### src/rtl/mem_dump_engine.sv
// Streams {addr, data} for a programmable address range read from a synchronous memory.
// Latency: RD_LATENCY+2 cycles per word; DUMP_* held while DUMP_READY=0, only ABORT drops a word.
module mem_dump_engine #(
    parameter int ADDR_WIDTH = 32,
    parameter int DATA_WIDTH = 32,
    parameter int RD_LATENCY = 1,
    parameter int CNT_WIDTH  = 16
) (
    input  logic                  CLK,
    input  logic                  RST,
    input  logic                  START,
    input  logic                  ABORT,
    input  logic [ADDR_WIDTH-1:0] CFG_START_ADDR,
    input  logic [ADDR_WIDTH-1:0] CFG_END_ADDR,
    input  logic [ADDR_WIDTH-1:0] CFG_STRIDE,
    output logic                  MEM_RD_EN,
    output logic [ADDR_WIDTH-1:0] MEM_ADDR,
    input  logic [DATA_WIDTH-1:0] MEM_RD_DATA,
    output logic                  DUMP_VALID,
    input  logic                  DUMP_READY,
    output logic [ADDR_WIDTH-1:0] DUMP_ADDR,
    output logic [DATA_WIDTH-1:0] DUMP_DATA,
    output logic                  DUMP_LAST,
    output logic                  BUSY,
    output logic                  DONE,
    output logic                  ERR,
    output logic [CNT_WIDTH-1:0]  WORD_COUNT
);

    typedef enum logic [2:0] {S_IDLE, S_READ, S_WAIT, S_OUT, S_FIN} state_t;

    localparam logic [2:0] LAT_INIT = 3'(RD_LATENCY - 1);
    localparam logic [ADDR_WIDTH-1:0] ONE_ADDR = {{(ADDR_WIDTH-1){1'b0}}, 1'b1};
    localparam logic [CNT_WIDTH-1:0]  ONE_CNT  = {{(CNT_WIDTH-1){1'b0}}, 1'b1};

    state_t                state, state_nxt;
    logic [ADDR_WIDTH-1:0] cur, end_addr, stride;
    logic [2:0]            lat_cnt;
    logic [ADDR_WIDTH-1:0] dump_addr;
    logic [DATA_WIDTH-1:0] dump_data;
    logic                  dump_last;
    logic                  err_pulse;
    logic [CNT_WIDTH-1:0]  word_count;
    logic                  cfg_bad;
    logic [ADDR_WIDTH:0]   next_sum;
    logic                  is_last;

    assign cfg_bad  = CFG_START_ADDR > CFG_END_ADDR;
    // One extra bit so a carry past the top of the address space ends the range instead of wrapping.
    assign next_sum = {1'b0, cur} + {1'b0, stride};
    assign is_last  = next_sum > {1'b0, end_addr};

    always_ff @(posedge CLK or negedge RST) begin
        if (!RST) begin
            state <= S_IDLE;
        end else begin
            state <= state_nxt;
        end
    end

    always_comb begin
        state_nxt  = state;
        MEM_RD_EN  = 1'b0;
        DUMP_VALID = 1'b0;
        BUSY       = 1'b0;
        DONE       = 1'b0;
        case (state)
            S_IDLE: begin
                if (START && !ABORT && !cfg_bad) state_nxt = S_READ;
            end
            S_READ: begin
                MEM_RD_EN = 1'b1;
                BUSY      = 1'b1;
                state_nxt = S_WAIT;
            end
            S_WAIT: begin
                BUSY = 1'b1;
                if (lat_cnt == 3'd0) state_nxt = S_OUT;
            end
            S_OUT: begin
                DUMP_VALID = 1'b1;
                BUSY       = 1'b1;
                if (DUMP_READY) state_nxt = dump_last ? S_FIN : S_READ;
            end
            S_FIN: begin
                DONE      = 1'b1;
                state_nxt = S_IDLE;
            end
            default: state_nxt = S_IDLE;
        endcase
        if (ABORT && state != S_IDLE) state_nxt = S_IDLE;
    end

    always_ff @(posedge CLK or negedge RST) begin
        if (!RST) begin
            cur        <= '0;
            end_addr   <= '0;
            stride     <= '0;
            lat_cnt    <= '0;
            dump_addr  <= '0;
            dump_data  <= '0;
            dump_last  <= 1'b0;
            err_pulse  <= 1'b0;
            word_count <= '0;
        end else begin
            err_pulse <= 1'b0;
            case (state)
                S_IDLE: begin
                    if (START && !ABORT) begin
                        if (cfg_bad) begin
                            err_pulse <= 1'b1;
                        end else begin
                            cur        <= CFG_START_ADDR;
                            end_addr   <= CFG_END_ADDR;
                            stride     <= (CFG_STRIDE == '0) ? ONE_ADDR : CFG_STRIDE;
                            word_count <= '0;
                        end
                    end
                end
                S_READ: lat_cnt <= LAT_INIT;
                S_WAIT: begin
                    if (lat_cnt != 3'd0) begin
                        lat_cnt <= lat_cnt - 3'd1;
                    end else if (!ABORT) begin
                        dump_addr <= cur;
                        dump_data <= MEM_RD_DATA;
                        dump_last <= is_last;
                    end
                end
                S_OUT: begin
                    if (DUMP_READY && !ABORT) begin
                        if (word_count != '1) word_count <= word_count + ONE_CNT;
                        if (!dump_last) cur <= next_sum[ADDR_WIDTH-1:0];
                    end
                end
                default: ;
            endcase
        end
    end

    assign MEM_ADDR   = cur;
    assign DUMP_ADDR  = dump_addr;
    assign DUMP_DATA  = dump_data;
    assign DUMP_LAST  = dump_last;
    assign ERR        = err_pulse;
    assign WORD_COUNT = word_count;

endmodule

### config.mk
export PLATFORM = sky130hd
export DESIGN_NAME = mem_dump_engine
export DESIGN_NICKNAME = d
export VERILOG_FILES = /design/src/rtl/mem_dump_engine.sv
export SDC_FILE = /design/constraint.sdc
export NUM_CORES = 1
export LEC_CHECK = 0
export BUFFER_PORTS_ARGS = -buffer_cell sky130_fd_sc_hd__buf_2
export CAP_MARGIN = 0
export CORE_ASPECT_RATIO = 0.9
export CORE_UTILIZATION = 30
export CTS_BUF_LIST = sky130_fd_sc_hd__clkbuf_2 sky130_fd_sc_hd__clkbuf_4 sky130_fd_sc_hd__clkbuf_8
export CTS_CLUSTER_SIZE = 14
export DETAILED_ROUTE_END_ITERATION = 16
export GPL_ROUTABILITY_DRIVEN = 0
export PLACE_DENSITY = 0.5
export SYNTH_ARGS = -nofsm -noshare
export SYNTH_HDL_FRONTEND = slang
export SYNTH_SLANG_ARGS = --single-unit
export TNS_END_PERCENT = 5
### constraint.sdc
create_clock -name CLK -period 10.5 [get_ports CLK]
set_input_delay 0.525 -clock CLK [delete_from_list [all_inputs] [get_ports CLK]]
set_output_delay 0.525 -clock CLK [all_outputs]
set_load 0.05 [all_outputs]
== Word level (Yosys, flattened, before mapping) ==
Cells that the tools add are included.

* Logic and storage cells: 78
* Register bits after elaboration: 184
* Output and inout port bits: 118
* Input bits: 133

* Mux-type cells: 26
* Equal/unequal tests: 14
* Add/subtract/negate cells: 3
* Bitwise logic cells: 3
* Reduce and logical (&&, ||, !) cells: 20
* Order comparisons: 2

{| class="wikitable"
|+ Operators with widths
! cell !! count
|-
| $mux W32 || 5
|-
| $mux W16 || 4
|-
| $pmux W32 S2 || 1
|-
| $add A32 B32 Y33 || 1
|-
| $gt A33 B32 Y1 || 1
|-
| $gt A32 B32 Y1 || 1
|-
| $logic_not A32 Y1 || 1
|-
| $pmux W16 S2 || 1
|-
| $mux W3 || 6
|-
| $add A16 B1 Y16 const B || 1
|-
| $ne A16 B16 Y1 const B || 1
|-
| $ne A2 B2 Y1 const B || 6
|-
| $pmux W3 S4 || 1
|-
| $reduce_and A5 Y1 || 2
|-
| $ne A3 B3 Y1 const B || 3
|-
| $reduce_and A3 Y1 || 3
|-
| $mux W1 || 7
|-
| $eq A3 B2 Y1 const B || 2
|-
| $logic_not A3 Y1 || 2
|-
| $pmux W3 S2 || 1
|-
| $reduce_bool A3 Y1 || 2
|-
| $logic_and A1 B1 Y1 || 4
|-
| $reduce_bool A2 Y1 || 2
|-
| $eq A3 B1 Y1 const B || 1
|-
| 6 further kinds || 9
|}

== Depth between registers and ports, before layout ==
Gate-level depths: netlist of run 1.

* Depth after elaboration: 6
* Gate-level depth with buffers: 18
* Depth with buffers taken out: 17

== Worst setup path before layout of run 1 ==
OpenSTA, ideal clock, no wires.

* Kind: reg2reg
* Start point: register cur[0] (netlist: MEM_ADDR[0])
* End point: register dump_last (netlist: DUMP_LAST)
* Library setup time: 141 ps
* Data arrival time: 3918 ps
* Clock period less this slack: 4058 ps
* Stages on the path, launching flop included: 18
* Data required time: 10359 ps
* Slack: 6442 ps
* Buffers on the path: 0
* Path through: dfrtp_1 > ha_1 > fa_1 > a211oi_1 > o21ai_0 > a2111o_1 > nand2_1 > o21bai_1 > xor2_1 > ha_1 > a21o_1 > a21o_1 > a211oi_1 > o21ai_0 > o211ai_1 > a31oi_1 > a2111oi_0 > o21ai_0

* Cells in the longest elaborated chain, start to end: 2

{| class="wikitable"
|+ Ends and longest elaborated chain
! element !! line !! RTL
|-
| start: declaration || 37 || <nowiki>logic [ADDR_WIDTH-1:0] cur, end_addr, stride;</nowiki>
|-
| start signal: assignment || 133 || <nowiki>if (!dump_last) cur <= next_sum[ADDR_WIDTH-1:0];</nowiki>
|-
| $add A32 B32 Y33 || 50 || <nowiki>assign next_sum = {1'b0, cur} + {1'b0, stride};</nowiki>
|-
| $gt A33 B32 Y1 || 51 || <nowiki>assign is_last = next_sum > {1'b0, end_addr};</nowiki>
|-
| end signal: assignment || 127 || <nowiki>dump_last <= is_last;</nowiki>
|-
| end: declaration || 41 || <nowiki>logic dump_last;</nowiki>
|}

Every way passes these cells.
A chain may end at the register's enable or synchronous reset.

== Final worst setup path of run 1 ==
* Start point: register cur[1] (netlist: MEM_ADDR[1])
* End point: register dump_last (netlist: DUMP_LAST)

The elaborated chain is that of the path after synthesis.

==> results of run 1 <==
==> cell usage in the layout (no fill, tap or decap), drive strengths merged, types with 15 or more instances in the layout <==
cell type,instances
buf,257
nand2,202
dfrtp,184
ha,99
inv,91
o21ai,91
a21oi,81
mux2,64
nor2,51
a21o,31
nand4,27
clkbuf,22
xnor2,21
mux2i,17
nand3,17
nor4,15
==> final cells by class <==
class	count	area [um^2]	share of cell area, %
clock buffers	21	277	2.09
clock inverters	11	163	1.23
inverters	88	330	2.50
multi-input cells	863	5900	44.7
flip-flops and latches	184	4600	34.9
well taps	476	596	4.51
repair buffers	259	1330	10.1
==> through the flow <==
stage | setup WS, ps | utilization, % | power (uW) | std cells | area, um^2
6_report | 5900 | 36.6 | 5000 | 1902 | 13200
5_1_grt | 5440 | 36.6 | 5420 | 1902 | 13200
4_1_cts | 5860 | 36.6 | 5040 | 1902 | 13200
3_5_place_dp | 5870 | 35.3 | 4470 | 1869 | 12800
3_3_place_gp | 5880 | 35.3 | 4440 | 1869 | 12800
2_1_floorplan | 6440 | - | 3610 | 1181 | 11000
==> flip-flops by register name, indices dropped and copies added, names as in the netlist <==
| register | cells |
|---|---|
| DUMP_LAST | 1 |
| MEM_ADDR | 32 |
| lat_cnt | 3 |
| DUMP_DATA | 32 |
| DUMP_ADDR | 32 |
| stride | 32 |
| ERR | 1 |
| end_addr | 32 |
| WORD_COUNT | 16 |
| state | 3 |
==> kinds of logic after synthesis <==
family	synth area share [%]
AOI/OAI and AO/OA	16.4
xor gates and xnor gates	2.23
adders and majority gates	11.4
buffers and inverters	4.75
DFF	41.9
muxes	8.10
and+or+nand+nor	15.2
==> power by group <==
group / internal, uW / switching, uW / leakage [uW]
Combinational: 1120 / 2130 / 0.00406
Sequential: 1010 / 207 / 0.00228
Clock: 259 / 283 / 0.000218
==> synthesized netlist by cell type (3+ instances only) <==
| master | number |
|---|---|
| a31oi_1 | 9 |
| a2bb2oi_1 | 5 |
| o41ai_1 | 3 |
| or2_2 | 3 |
| nand2_1 | 202 |
| buf_2 | 9 |
| o21a_1 | 13 |
| nand3_1 | 17 |
| or4_1 | 10 |
| nor3_1 | 6 |
| nand4_1 | 27 |
| o31ai_1 | 11 |
| and2_1 | 7 |
| mux2i_1 | 17 |
| o21ai_1 | 5 |
| clkbuf_1 | 33 |
| a211o_1 | 4 |
| o21bai_1 | 9 |
| and3_1 | 5 |
| ha_1 | 99 |
| o21ai_0 | 84 |
| nor2b_1 | 7 |
| a2111oi_0 | 3 |
| a311oi_1 | 3 |
| mux2_2 | 64 |
| inv_1 | 87 |
| nand2b_1 | 6 |
| xor2_1 | 7 |
| a21o_1 | 31 |
| nor4_1 | 14 |
| a211oi_1 | 5 |
| a21oi_1 | 80 |
| nor2_1 | 51 |
| xnor2_1 | 21 |
| dfrtp_1 | 184 |
==> worst max-delay path: cells and delay by family (launching register included) <==
| family | cells | cell delay [ps] |
|---|---|---|
| adder cells (fa/ha/maj) | 2 | 550 |
| AO/OA/AOI/OAI | 7 | 1710 |
| AND/OR/NAND/NOR | 5 | 1390 |
| XOR/XNOR | 1 | 370 |
| flip-flops | 1 | 480 |
==> worst paths after layout <==
| kind | slack, ps | cells past startpoint | endpoint | from |
|---|---|---|---|---|
| max in group asynchronous | 7840 | 4 | end_addr[18] | RST |
| min | 230 | 3 | stride[20] | CFG_STRIDE[20] |
| max | 5900 | 15 | DUMP_LAST | MEM_ADDR[1] |
| min in group asynchronous | 550 | 2 | DUMP_ADDR[6] | RST |
| max reg2reg | 5900 | 15 | DUMP_LAST | MEM_ADDR[1] |
| min reg2reg | 480 | 2 | stride[11] | stride[11] |
==> what timing repair did <==
item | in CTS | in global routing
hold buffers | 1 | 0
hold endpoints to repair | 41 | 0
gates resized for setup | 0 | 0
==> metal layers <==
layer | vias to the layer above | track usage (%)
li1 | 4626 | -
met5 | - | 0
met1 | 4414 | 26.6
met4 | 0 | 3.01
met3 | 10 | 3.62
met2 | 238 | 29.7
==> impl_metrics.yaml, run 1 <==
outcome:
  status: "completed"
clock_tree:
  clk_pin_slew_ps: 110
  htreeDepth: 4
  cts_num_sinks: 184
  cts_setup_buffers: 0
  root_buffer: "clkbuf_8"
  numCtsBuffers: 17
  clock_path_buffers: 2
  cts_tree: "yes"
  insertion_delay_ps: 500
floorplanning:
  core-area_um2: 36100
  die_area_um2: 37400
  die_x_um: 204
  die_h_um: 184
  rows: 66
  start_util_pct: 30.5
  io_pins: 251
route:
  ant_nets: 0
  drtPass1Iterations: 5
  wl_met3_um: 1660
  wl_per_cell_um: 18.0
  met2_length_um: 15400
  drcViolationCount: 0
  highest_layer: "met4"
  drt_iter0_drc: 413
  drt-met1-wl_um: 17100
  viasPerCell: 4.88
  vias: 9288
  wirelength_um: 34300
final_layout:
  diodes: 0
  n_fill_cell: 3717
  nets: 1646
  synthToLayoutAreaGrowth_pct: 20.1
  drive_gt1_share_pct: 25.9
synth:
  synth-edff-count: 0
  synth_area_um2: 11000
  synth.top_cells.by_area: "dfrtp_1 (42%), ha_1 (11%), nand2_1 (6.9%), mux2_2 (6.6%), o21ai_0 (3.8%)"
  syn_nets: 1414
  synthFlopType: "dfrtp_1"
  ys_seq_area_share_pct: 41.9
  syn_inst: 1181
  yosysWarnings: 0
  synth_top_area_share_pct: 41.9
  ys_ff_latch: 184
  synthArstFlopShare_pct: 100
  ys_types: 66
  synth_top_cell_by_area: "dfrtp_1"
  synth.avg_cell_area_um2: 9.31
sta:
  final.setup.tns_ps: 0
  clock_skew_ps: 21.8
  setup_viol: 0
  timing.fmax_mhz: 217
  rsz0062_at_grt: "false"
  timing.final.crit_share_pct: 43.8
  min_period_ps: 4600
  slew_headroom_pct: 31.4
  timing.hold.ws_ps: 232
  drv_slew: 0
  hold_violations: 0
  worst_pin_slew_ps: 1030
power_and_ir_drop:
  peakVddDrop_mv: 0.136
  leakagePower_uw: 0.00656
  powerDensity_nw_per_um2: 379
run:
  drv_cap: 0
grt:
  grt_max_degree: 75
  grt_pass1_wl_um: 53300
  grt.overflow.total: 0
  antenna_found_initial: 0
  grt_use_total_pct: 18.7
  grt_pass1_vias: 9125
setup_path:
  timing.critical_path.cells: "ha_1 > a211o_1 > and4b_1 > or2_2 > o41ai_1 > o21ai_0 > xor2_1 > ha_1 > nand4_1 > nor4_1 > nand3_1 > o21ai_0 > a31oi_1 > a2111oi_0 > o21ai_0"
  cpMaxStageDelayCell: "o41ai_1"
  cpPeakStageDelay_ps: 550
  cp_common_cell: "o21ai_0"
  path_max_fanout: 5
  cp-end-kind: "flip-flop"
  crit_arrival_ps: 4980
  crit_required_ps: 10880
  worstSetupPathType: "reg2reg"
  startpoint_type: "flip-flop"
placed_design:
  io_buffers: 250
  post-dp-hpwl_um: 26600
min_path:
  hold_class: "in2reg"
No activity file was read; power rests on OpenSTA's default activity.
==> run 2, diff against run 1 <==
--- a/config.mk
+++ b/config.mk
@@ -13,7 +13,7 @@
 export CTS_CLUSTER_SIZE = 14
 export DETAILED_ROUTE_END_ITERATION = 16
 export GPL_ROUTABILITY_DRIVEN = 0
-export PLACE_DENSITY = 0.5
+export PLACE_DENSITY = 0.52
 export SYNTH_ARGS = -nofsm -noshare
 export SYNTH_HDL_FRONTEND = slang
 export SYNTH_SLANG_ARGS = --single-unit
==> constraint.sdc (replaced) <==
create_clock -name CLK -period 4.2 [get_ports CLK]
set_input_delay 0.21 -clock CLK [delete_from_list [all_inputs] [get_ports CLK]]
set_output_delay 0.21 -clock CLK [all_outputs]
set_load 0.05 [all_outputs]
==> impl_metrics.yaml, run 2 (synthesis results as in run 1) <==
final_layout:
  multi_input_area_um2: 5960
  synthToLayoutAreaGrowth_pct: 31.7
  n_fill_cell: 3607
  final_cell_mix: "buf_2 (249), nand2_1 (202), dfrtp_1 (184), dlygate4sd3_1 (104), ha_1 (97)"
  mostFrequentLayoutCell: "buf_2"
  final_core_util_pct: 40.1
  nets: 1777
  fin_area_um2: 14500
  final_cells: 2034
  regArea_um2: 4600
  drive_gt1_share_pct: 26.3
route:
  ant_nets: 0
  drcViolationCount: 0
  drt_iter0_drc: 445
  wirelength_um: 35300
  viasPerCell: 4.82
  vias: 9808
  wl_per_cell_um: 17.3
  drtPass1Iterations: 5
power_and_ir_drop:
  power_uw: 12900
  p_comb_share_pct: 67.2
  powerDensity_nw_per_um2: 890
  seqPwrFrac_pct: 23.2
  swShare_pct: 51.8
  p_sw_uw: 6680
  leakagePower_uw: 0.00712
  peakVddDrop_mv: 0.373
  pwr-share-clk_pct: 9.6
  p_int_uw: 6210
sta:
  timing.fmax_mhz: 252
  drv_slew: 0
  slew_headroom_pct: 23.4
  worst_pin_slew_ps: 1150
  clock_skew_ps: 20.5
  timing.hold.ws_ps: 42.5
  setup_viol: 0
  min_period_ps: 3960
  hold_violations: 0
  timing.final.crit_share_pct: 94.3
placed_design:
  dp_cells: 1895
  io_buffers: 250
  post-dp-hpwl_um: 26600
  dpl_cell_area_um2: 13000
grt:
  grt_max_degree: 94
  antenna_found_initial: 2
  grt_pass1_wl_um: 54200
  grt_pass1_vias: 9641
  grt.overflow.total: 0
  grt_use_total_pct: 18.9
floorplanning:
  io_pins: 251
  start_util_pct: 30.5
  rows: 66
  die_h_um: 184
  die_x_um: 204
  core-area_um2: 36100
  die_area_um2: 37400
clock_tree:
  insertion_delay_ps: 510
  htreeDepth: 4
  cts_tree: "yes"
  numCtsBuffers: 17
  root_buffer: "clkbuf_8"
  cts_num_sinks: 184
  clk_pin_slew_ps: 110
  clock_path_buffers: 2
setup_path:
  cp-end-kind: "flip-flop"
  cp_num_buf_inv: 0
  crit_family: "compound AO/OA/AOI/OAI gates"
  cpPeakStageDelay_ps: 440
  worstSetupPathType: "reg2reg"
  timing.critical_path.cells: "ha_1 > a211o_1 > and4b_1 > o21ai_1 > or3b_4 > a21oi_4 > a31o_2 > xnor2_1 > ha_1 > a21o_1 > a21oi_2 > o21ai_0 > a211oi_1 > a31oi_1 > a2111oi_2 > o21ai_0"
  cpMaxStageDelayCell: "dfrtp_1"
  path_max_fanout: 3
  startpoint_type: "flip-flop"
  crit_arrival_ps: 4310
  crit_required_ps: 4550
run:
  drv_cap: 0
outcome:
  status: "completed"
min_path:
  hold_class: "in2reg"
==> run 2: area by class of cell <==
type                    count  share of cell area [%]
repair buffers            390                    17.9
multi-input cells         863                    41.2
well taps                 476                    4.11
inverters                  88                    2.28
clock inverters            12                   0.786
clock buffers              20                    1.90
diodes                      1                  0.0173
flip-flops and latches    184                    31.8
==> run 2: power by group through the flow <==
stage / sequential [uW] / combinational [uW] / clock [uW]
floorplan: 4520 / 4510 / 0
global placement: 3000 / 8350 / 0
detailed placement: 3030 / 8410 / 0
CTS: 3000 / 8530 / 1290
global route: 3090 / 9510 / 1370
finish: 2990 / 8660 / 1240
==> run 2: routing by layer <==
metal  routed length, um  GRT usage [%]  vias up
met1               17400           26.4     4630
met2               15500           29.5      246
met3                1720           3.65       35
met4                 622           5.44        0
met5                   0              0        -
li1                    -              -     4897
==> run 2: worst reg2reg max path: stages, from the launching register on <==
cell and delay (ps):
dfrtp_1 440, ha_1 320, a211o_1 310, and4b_1 230, o21ai_1 130, or3b_4 430, a21oi_4 200, a31o_2 190
xnor2_1 170, ha_1 300, a21o_1 170, a21oi_2 150, o21ai_0 120, a211oi_1 230, a31oi_1 130, a2111oi_2 200
o21ai_0 120
==> run 2: final timing paths <==
kind	start	depth (start not counted)	slack, ps	to
worst max-delay path	MEM_ADDR[1]	16	240	DUMP_LAST
worst max register to register	MEM_ADDR[1]	16	240	DUMP_LAST
worst min register to register	stride[0]	2	490	stride[0]
min in group asynchronous	RST	2	320	DUMP_ADDR[4]
max in group asynchronous	RST	3	2830	DUMP_ADDR[29]
worst min-delay path	CFG_START_ADDR[21]	3	40	MEM_ADDR[21]
==> run 2: timing repair <==
action                                  in CTS  in global routing
pin swaps                                    0                  7
resized for setup                            1                 13
hold buffers                               104                  0
cloned                                       0                  0
endpoints found under the setup margin       1                  1
hold endpoints to repair                   195                  0
buffers inserted                             0                  2
==> run 2: stage by stage <==
step                      setup slack, ps  TNS [ps]
after global placement               53.4         0
final                                 238         0
after floorplan                       142         0
after detailed placement            -76.3     -76.3
after global routing                -28.0     -28.0
after CTS                            2.68         0
